<file path="src/rtl/phase_generator_mc.sv">
// Time-multiplexed NCO phase accumulator: one shared adder sweeps every voice once per
// sample tick and streams each channel's updated phase/wrap to the waveform lookup stage.
module phase_generator_mc #(
  parameter int NUM_CHANNELS = 4,
  parameter int PHASE_WIDTH  = 32,
  parameter int CH_WIDTH     = 2
) (
  input  logic                   i_clk,
  input  logic                   i_rst,
  input  logic                   i_tick,
  input  logic                   i_wr_en,
  input  logic [CH_WIDTH-1:0]    i_wr_ch,
  input  logic [PHASE_WIDTH-1:0] i_wr_delta,
  input  logic                   i_phase_clr,
  output logic [PHASE_WIDTH-1:0] o_phase,
  output logic [CH_WIDTH-1:0]    o_phase_ch,
  output logic                   o_phase_valid,
  output logic                   o_phase_wrap,
  output logic                   o_busy,
  output logic                   o_overrun
);

  localparam int IDX_W = (NUM_CHANNELS > 1) ? $clog2(NUM_CHANNELS) : 1;
  localparam logic [CH_WIDTH-1:0] LAST_CH = CH_WIDTH'(NUM_CHANNELS - 1);

  typedef enum logic {IDLE, SWEEP} state_t;

  state_t                 state;
  logic [CH_WIDTH-1:0]    idx;
  logic [PHASE_WIDTH-1:0] phase [NUM_CHANNELS];
  logic [PHASE_WIDTH-1:0] delta [NUM_CHANNELS];
  logic [PHASE_WIDTH:0]   sum;
  logic [IDX_W-1:0]       wr_sel;
  logic [IDX_W-1:0]       cur_sel;
  logic                   wr_ok;
  logic                   clr_hit;

  // Channel indices wider than the register arrays only address real voices when in range.
  assign wr_sel  = i_wr_ch[IDX_W-1:0];
  assign cur_sel = idx[IDX_W-1:0];
  assign wr_ok   = ({1'b0, i_wr_ch} < (CH_WIDTH + 1)'(NUM_CHANNELS));
  assign sum     = {1'b0, phase[cur_sel]} + {1'b0, delta[cur_sel]};
  assign clr_hit = wr_ok && i_phase_clr && (i_wr_ch == idx);
  assign o_busy  = (state == SWEEP);

  always_ff @(posedge i_clk) begin
    if (i_rst) begin
      state         <= IDLE;
      idx           <= '0;
      o_phase       <= '0;
      o_phase_ch    <= '0;
      o_phase_valid <= 1'b0;
      o_phase_wrap  <= 1'b0;
      o_overrun     <= 1'b0;
      for (int i = 0; i < NUM_CHANNELS; i++) begin
        phase[i] <= '0;
        delta[i] <= '0;
      end
    end else begin
      o_phase_valid <= 1'b0;
      o_overrun     <= 1'b0;

      case (state)
        IDLE: begin
          if (i_tick) begin
            state <= SWEEP;
            idx   <= '0;
          end
        end
        SWEEP: begin
          // A key-on clear on the channel being accumulated overrides the new sum.
          if (clr_hit) begin
            phase[cur_sel] <= '0;
            o_phase        <= '0;
            o_phase_wrap   <= 1'b0;
          end else begin
            phase[cur_sel] <= sum[PHASE_WIDTH-1:0];
            o_phase        <= sum[PHASE_WIDTH-1:0];
            o_phase_wrap   <= sum[PHASE_WIDTH];
          end
          o_phase_ch    <= idx;
          o_phase_valid <= 1'b1;

          if (idx == LAST_CH) begin
            idx <= '0;
            if (!i_tick) state <= IDLE;
          end else begin
            idx <= idx + 1'b1;
            if (i_tick) o_overrun <= 1'b1;
          end
        end
        default: state <= IDLE;
      endcase

      // Delta writes land after the accumulate read, so a same-cycle write uses the old delta.
      if (wr_ok && i_wr_en)     delta[wr_sel] <= i_wr_delta;
      if (wr_ok && i_phase_clr) phase[wr_sel] <= '0;
    end
  end

endmodule

</file>
<file path="config.mk">
export PLATFORM = sky130hd
export DESIGN_NAME = phase_generator_mc
export DESIGN_NICKNAME = d
export VERILOG_FILES = /design/src/rtl/phase_generator_mc.sv
export SDC_FILE = /design/constraint.sdc
export NUM_CORES = 1
export LEC_CHECK = 0
export ABC_AREA = 1
export CORE_AREA = 2 2 225 227
export CTS_CLUSTER_DIAMETER = 150
export CTS_CLUSTER_SIZE = 20
export DETAILED_ROUTE_END_ITERATION = 8
export DIE_AREA = 0 0 227 229
export PLACE_DENSITY_LB_ADDON = 0.15
export REMOVE_ABC_BUFFERS = 1
export SYNTH_ARGS = -nofsm -noshare
export SYNTH_HDL_FRONTEND = slang
export SYNTH_SLANG_ARGS = --single-unit
</file>
<file path="constraint.sdc">
create_clock -name i_clk -period 10.7 [get_ports i_clk]
set_input_delay 1.605 -clock i_clk [delete_from_list [all_inputs] [get_ports i_clk]]
set_output_delay 1.605 -clock i_clk [all_outputs]
set_load 0.02 [all_outputs]
</file>
# [Word-level counts from Yosys, hierarchy flattened]
# Memories as Yosys holds them, arrays and structs flattened. A register that Yosys moved wholly into a read port is not among the register bits.
# Index checks and enable logic that the tools add are counted.
[word_totals] inputBits=39 register_bits=40 wordCells=60 mem_bits_ro=0 latch_bits=0 memories=2 ramBits=256
[mem_list] name="delta" words=4 width=32 rd=1 rd_clocked_by_memory_dff=1 write_ports=4 line="31" source="logic [PHASE_WIDTH-1:0] delta [NUM_CHANNELS];"
[mem_list] name="phase" words=4 width=32 rd=1 rd_clocked_by_memory_dff=1 write_ports=4 line="30" source="logic [PHASE_WIDTH-1:0] phase [NUM_CHANNELS];"
[op_classes] div=0 add_sub_neg=2 magnitude_cmp=0 n_mux=39 n_shift=0 eq_ne=3 mul=0 n_bitwise=2 reduce_logical=5
[ops] cell="$mux W32" count=5
[ops] cell="$reduce_or A32 Y1" count=3
[ops] cell="$add A32 B32 Y33" count=1
[ops] cell="$mux W1" count=23
[ops] cell="$mux W2" count=9
[ops] cell="$pmux W2 S2" count=1
[ops] cell="$reduce_or A3 Y1" count=1
[ops] cell="$add A2 B1 Y2 const B" count=1
[ops] cell="$eq A2 B2 Y1" count=1
[ops] cell="$eq A2 B2 Y1 const B" count=1
[ops] cell="$ne A2 B2 Y1 const B" count=1
[ops] cell="$pmux W1 S2" count=1
[ops] cell="$logic_and A1 B1 Y1" count=1
[ops] cell="$not A1 Y1" count=1
[ops] cell="$or A1 B1 Y1" count=1

# [Longest topological paths before layout]
[logic_depth] depth_word=9 mapped_depth=21 depth_no_buf=18

# [Least setup slack after synthesis]
# OpenSTA, ideal clock, no wires.
[synth_timing] path_type="input to register" start="in i_wr_ch[0]" end="mem delta[1][0], enable pin" stages=4 setup_time_ns=0.466 required_ns=10.234 arrival_ns=4.201 setup_slack_ns=6.033 cell_sequence="inv_1 nor2_1 clkinv_1 o21ai_0"
[synth_rtl] item="from (decl)" line="12" source="input logic [CH_WIDTH-1:0] i_wr_ch,"
[synth_rtl] item="to (decl)" line="31"

==> impl_metrics.xml <==
<?xml version="1.0" encoding="UTF-8"?>
<metrics>
  <group name="setup_path">
    <metric name="path_common_cell" unit="">sky130_fd_sc_hd__nand2_1</metric>
    <metric name="timing.critical_path.from_type" unit="">flop</metric>
    <metric name="critical_path_class" unit="">flop to flop</metric>
    <metric name="critical-path-slowest-cell" unit="">sky130_fd_sc_hd__buf_4</metric>
    <metric name="critical_path.max_stage_delay" unit="ps">830</metric>
    <metric name="crit_path_cell_trace" unit="">clkinv_2, buf_4, o21ai_0, o22ai_1, ha_1, inv_1, fa_1, inv_1, nand3_1, nand3_1, nand2_1, nand2_1, nand3_1, nand3b_1, nand2_1, nor2_1, nand2_1, a21oi_1</metric>
    <metric name="critical-path-top-delay-family" unit="">buffers and inverters</metric>
    <metric name="setup.worst_path.end_class" unit="">flop</metric>
    <metric name="reg2reg_setup_slack" unit="ps">6330</metric>
    <metric name="cp_max_fo" unit="">95</metric>
    <metric name="reg2reg_path_depth" unit="">18</metric>
    <metric name="timing.critical_path.buf_inv" unit="">4</metric>
    <metric name="regToRegEndpoint" unit="">phase[0][16]</metric>
    <metric name="worst_ep_arrival_time" unit="ps">4820</metric>
    <metric name="critPathRequiredTime" unit="ps">11160</metric>
  </group>
  <group name="final_layout">
    <metric name="area.growth.synth_to_final" unit="%">13.3</metric>
    <metric name="final_layout_size_suffix_gt1_frac" unit="">0.0437</metric>
    <metric name="multi_input_logic_area" unit="µm²">6400</metric>
    <metric name="num-fill-cells" unit="">5395</metric>
    <metric name="antenna_cells_inserted" unit="">0</metric>
    <metric name="nets" unit="">2012</metric>
    <metric name="most_frequent_standard_cell_in_the_layout_excluding_fill_and_tap_cells" unit="">sky130_fd_sc_hd__nand2_1</metric>
    <metric name="layout_common_cells" unit="">502 x sky130_fd_sc_hd__nand2_1, 276 x sky130_fd_sc_hd__nor2_1, 168 x sky130_fd_sc_hd__dfxtp_1, 166 x sky130_fd_sc_hd__inv_1, 151 x sky130_fd_sc_hd__a21oi_1</metric>
    <metric name="final_cell_count_no_fill" unit="">2619</metric>
    <metric name="sequential_cell_area" unit="µm²">7250</metric>
  </group>
  <group name="power_and_ir_drop">
    <metric name="clock_power_share" unit="">0.272</metric>
    <metric name="power.share.combinational" unit="">0.245</metric>
    <metric name="total_power_divided_by_cell_area" unit="nW/µm²">161</metric>
    <metric name="total_switching_power" unit="µW">884</metric>
    <metric name="switching_share" unit="">0.330</metric>
    <metric name="power.share.sequential" unit="">0.482</metric>
    <metric name="power.static_leakage" unit="µW">0.00675</metric>
    <metric name="cell_internal_pwr" unit="µW">1800</metric>
    <metric name="vdd_ir_drop_max" unit="µV">76.6</metric>
  </group>
  <group name="sta">
    <metric name="timing.final.crit_share" unit="">0.408</metric>
    <metric name="post-route-worst-setup-slack" unit="ps">6330</metric>
    <metric name="period_minus_slack" unit="ps">4370</metric>
    <metric name="slew_viol_final" unit="">0</metric>
    <metric name="worstMarginPinSlew" unit="ps">1050</metric>
    <metric name="fin_hold_ws" unit="ps">455</metric>
    <metric name="max-slew-margin-rel" unit="">0.300</metric>
    <metric name="fmaxAchievable" unit="MHz">229</metric>
    <metric name="clock_skew" unit="ps">10.0</metric>
    <metric name="report.final.setup_viol" unit="">0</metric>
    <metric name="final_hold_vio_count" unit="">0</metric>
    <metric name="final.setup.tns" unit="ps">0</metric>
    <metric name="grt_setup_unrepaired" unit="">no</metric>
  </group>
  <group name="clocking">
    <metric name="clk_pin_slew" unit="ps">90</metric>
    <metric name="worstSkewPairLatency" unit="ps">530</metric>
    <metric name="cts.path.max_buffers" unit="">3</metric>
    <metric name="cts_inserted_buffers" unit="">18</metric>
    <metric name="clock_tree.root_cell" unit="">sky130_fd_sc_hd__clkbuf_16</metric>
    <metric name="post_cts_buffers" unit="">0</metric>
    <metric name="tritoncts" unit="">built</metric>
    <metric name="postCtsHoldBufs" unit="">0</metric>
    <metric name="post_cts_resize_count" unit="">0</metric>
    <metric name="clock_tree.htree_level_count" unit="">1</metric>
    <metric name="cts.sink_count" unit="">298</metric>
  </group>
  <group name="flow_run">
    <metric name="number_of_maximum_capacitance_violations" unit="">0</metric>
  </group>
  <group name="routing">
    <metric name="detailroute.via_count" unit="">12600</metric>
    <metric name="drt_first_pass_iters" unit="">6</metric>
    <metric name="detail_route.wl_per_cell" unit="µm">17.8</metric>
    <metric name="antenna_left" unit="">0</metric>
    <metric name="detail_route.drc_violations" unit="">0</metric>
    <metric name="routed_via_density" unit="">4.81</metric>
    <metric name="total_wirelength" unit="µm">46600</metric>
    <metric name="drt_initial_violations" unit="">1075</metric>
  </group>
  <group name="synth">
    <metric name="ys_seq_elements" unit="">298</metric>
    <metric name="syn_avg_cell_area" unit="µm²">7.62</metric>
    <metric name="synth.yosys.seq_area_share" unit="">0.494</metric>
    <metric name="dominant_combinational_cell_family_by_area_after_synthesis" unit="">simple AND/OR/NAND/NOR gates</metric>
    <metric name="mappedNetlistArea" unit="µm²">14700</metric>
    <metric name="synth_cell_type_count" unit="">37</metric>
    <metric name="synth_fa_ha_area_frac" unit="">0.0295</metric>
    <metric name="yosys_warnings" unit="">0</metric>
    <metric name="synth_simple_gate_area_frac" unit="">0.256</metric>
    <metric name="synthMuxAreaShare" unit="">0</metric>
    <metric name="yosys.area_share.xor_xnor" unit="">0.00597</metric>
    <metric name="synthCells" unit="">1925</metric>
    <metric name="synth_compound_area_frac" unit="">0.139</metric>
  </group>
  <group name="floorplan">
    <metric name="floorplan.core_area" unit="µm²">49700</metric>
    <metric name="pin_count" unit="">77</metric>
    <metric name="dieHeight" unit="µm">229</metric>
    <metric name="initial_core_util" unit="">0.296</metric>
    <metric name="placementRows" unit="">82</metric>
    <metric name="design.die.area" unit="µm²">52000</metric>
    <metric name="die_extent_in_x" unit="µm">227</metric>
  </group>
  <group name="placement">
    <metric name="dp.cells" unit="">2591</metric>
    <metric name="total_of_buffers_placed_on_input_and_output_ports" unit="">76</metric>
    <metric name="dp.final_hpwl" unit="µm">29000</metric>
    <metric name="dpl_worst_slack" unit="ps">6000</metric>
    <metric name="globalplace.congestion" unit="">0.847</metric>
  </group>
  <group name="worst_hold_path">
    <metric name="hold_end" unit="">o_phase[17]</metric>
    <metric name="timing.hold.worst.class" unit="">flop to flop</metric>
    <metric name="worst_hold_startpoint" unit="">o_phase[17]</metric>
    <metric name="min_delay_path_depth" unit="">2</metric>
  </group>
  <group name="grt">
    <metric name="globalRouteOverflowTotal" unit="">0</metric>
    <metric name="grt_antenna_before_repair" unit="">0</metric>
    <metric name="pin_count_of_the_biggest_net_entering_global_routing" unit="">96</metric>
    <metric name="grt.total_usage" unit="">0.178</metric>
    <metric name="first_global_vias" unit="">12300</metric>
    <metric name="grt_pass1_wl" unit="µm">71600</metric>
  </group>
  <group name="status">
    <metric name="status" unit="">completed</metric>
  </group>
</metrics>
## per-layer routing
| layer | part of all wire | global-route usage | vias to the layer above |
|---|---|---|---|
| met2 | 0.47 | 0.296 | 298 |
| met5 | 0 | 0 | - |
| met3 | 0.043 | 0.0173 | 63 |
| met4 | 0.020 | 0.0464 | 0 |
| li1 | - | - | 6348 |
| met1 | 0.47 | 0.248 | 5889 |
## Yosys cell counts
master                     count  area [µm²]
sky130_fd_sc_hd__dfxtp_1     170        3400
sky130_fd_sc_hd__inv_1       168         631
sky130_fd_sc_hd__a22o_1       12         105
sky130_fd_sc_hd__a22oi_1       1        7.51
sky130_fd_sc_hd__nand4_1      26         163
sky130_fd_sc_hd__buf_6         1        11.3
sky130_fd_sc_hd__xor2_1        1        8.76
sky130_fd_sc_hd__a21oi_1     151         756
sky130_fd_sc_hd__buf_4         5        37.5
sky130_fd_sc_hd__nand3b_1      4        30.0
sky130_fd_sc_hd__o31ai_1       1        7.51
sky130_fd_sc_hd__nor2_2        1        6.26
sky130_fd_sc_hd__or2_2         5        31.3
sky130_fd_sc_hd__and2_1        3        18.8
sky130_fd_sc_hd__clkinv_1      3        11.3
sky130_fd_sc_hd__a32o_1        1        10.0
sky130_fd_sc_hd__xnor2_1       9        78.8
sky130_fd_sc_hd__buf_1         3        11.3
sky130_fd_sc_hd__buf_2        22         110
sky130_fd_sc_hd__o21bai_1      2        15.0
sky130_fd_sc_hd__edfxtp_1    128        3840
sky130_fd_sc_hd__nand3_1      81         405
sky130_fd_sc_hd__a21o_1        1        7.51
sky130_fd_sc_hd__nand2_2       1        6.26
sky130_fd_sc_hd__ha_1         33         413
sky130_fd_sc_hd__o22ai_1      62         388
sky130_fd_sc_hd__a211oi_1      3        22.5
sky130_fd_sc_hd__inv_2         4        15.0
sky130_fd_sc_hd__o21ai_0     141         706
sky130_fd_sc_hd__clkbuf_1     76         285
sky130_fd_sc_hd__a32oi_1       2        17.5
sky130_fd_sc_hd__nor2_4        8        90.1
sky130_fd_sc_hd__nor3_2        2        20.0
sky130_fd_sc_hd__nor3_1        5        25.0
sky130_fd_sc_hd__nand2_1     502        1880
sky130_fd_sc_hd__nor2_1      286        1070
sky130_fd_sc_hd__fa_1          1        20.0
## cell type report
cell class                      count  share of cell area
Multi-Input combinational cell   1345               0.385
Inverter                          175              0.0396
Sequential cell                   298               0.436
Timing Repair Buffer              101              0.0571
Tap cell                          672              0.0506
Clock buffer                       28              0.0312
## how the worst max path moves through the flow
stage | to | depth (start not counted) | slack, ps | startpoint
3_5_place_dp | phase[2][5] | 12 | 6000 | i_wr_ch[0]
2_1_floorplan | phase[0][12] | 16 | 4470 | flop
3_3_place_gp | phase[2][3] | 12 | 6030 | i_wr_ch[0]
5_1_grt | phase[1][20] | 18 | 5890 | flop
4_1_cts | phase[0][16] | 18 | 6210 | flop
6_report | phase[0][16] | 18 | 6330 | flop
## registers in the layout, summed over array words and instances (netlist names), named ones only
register,flops
delta,128
o_busy,1
o_phase_valid,1
o_phase_ch,2
o_phase,32
phase,128
o_overrun,1
o_phase_wrap,1
cur_sel,2
## worst reg2reg max path, cell delays in order (launching register included)
cell                       delay, ps
sky130_fd_sc_hd__dfxtp_4         490
sky130_fd_sc_hd__clkinv_2        430
sky130_fd_sc_hd__buf_4           840
sky130_fd_sc_hd__o21ai_0         180
sky130_fd_sc_hd__o22ai_1         320
sky130_fd_sc_hd__ha_1            240
sky130_fd_sc_hd__inv_1            60
sky130_fd_sc_hd__fa_1            390
sky130_fd_sc_hd__inv_1           120
sky130_fd_sc_hd__nand3_1          80
sky130_fd_sc_hd__nand3_1         160
sky130_fd_sc_hd__nand2_1          70
sky130_fd_sc_hd__nand2_1         130
sky130_fd_sc_hd__nand3_1         110
sky130_fd_sc_hd__nand3b_1        120
sky130_fd_sc_hd__nand2_1         110
sky130_fd_sc_hd__nor2_1          220
sky130_fd_sc_hd__nand2_1          80
sky130_fd_sc_hd__a21oi_1         140
## power groups by stage
stage	clock network, µW	registers [µW]	logic [µW]
2_1_floorplan	0	1340	388
3_3_place_gp	0	1320	658
3_5_place_dp	0	1320	659
4_1_cts	753	1290	661
5_1_grt	790	1300	732
6_report	730	1290	657
## through the flow
stage	total power (µW)	cell area, µm²	utilization
after global routing	2820	16600	0.335
after CTS	2710	16600	0.335
after global placement	1980	16100	0.324
final	2680	16600	0.335
after detailed placement	1980	16100	0.324
after floorplan	1730	14200	-
## cells by family (layout without fill, tap and decap cells)
family	count (synthesis)	after routing
AO/OA/AOI/OAI	377	377
flip-flops	298	298
adder cells (fa/ha/maj)	34	34
buffers and inverters	282	304
XOR/XNOR	10	10
AND/OR/NAND/NOR	924	924
No activity file was read; power rests on OpenSTA's default activity.
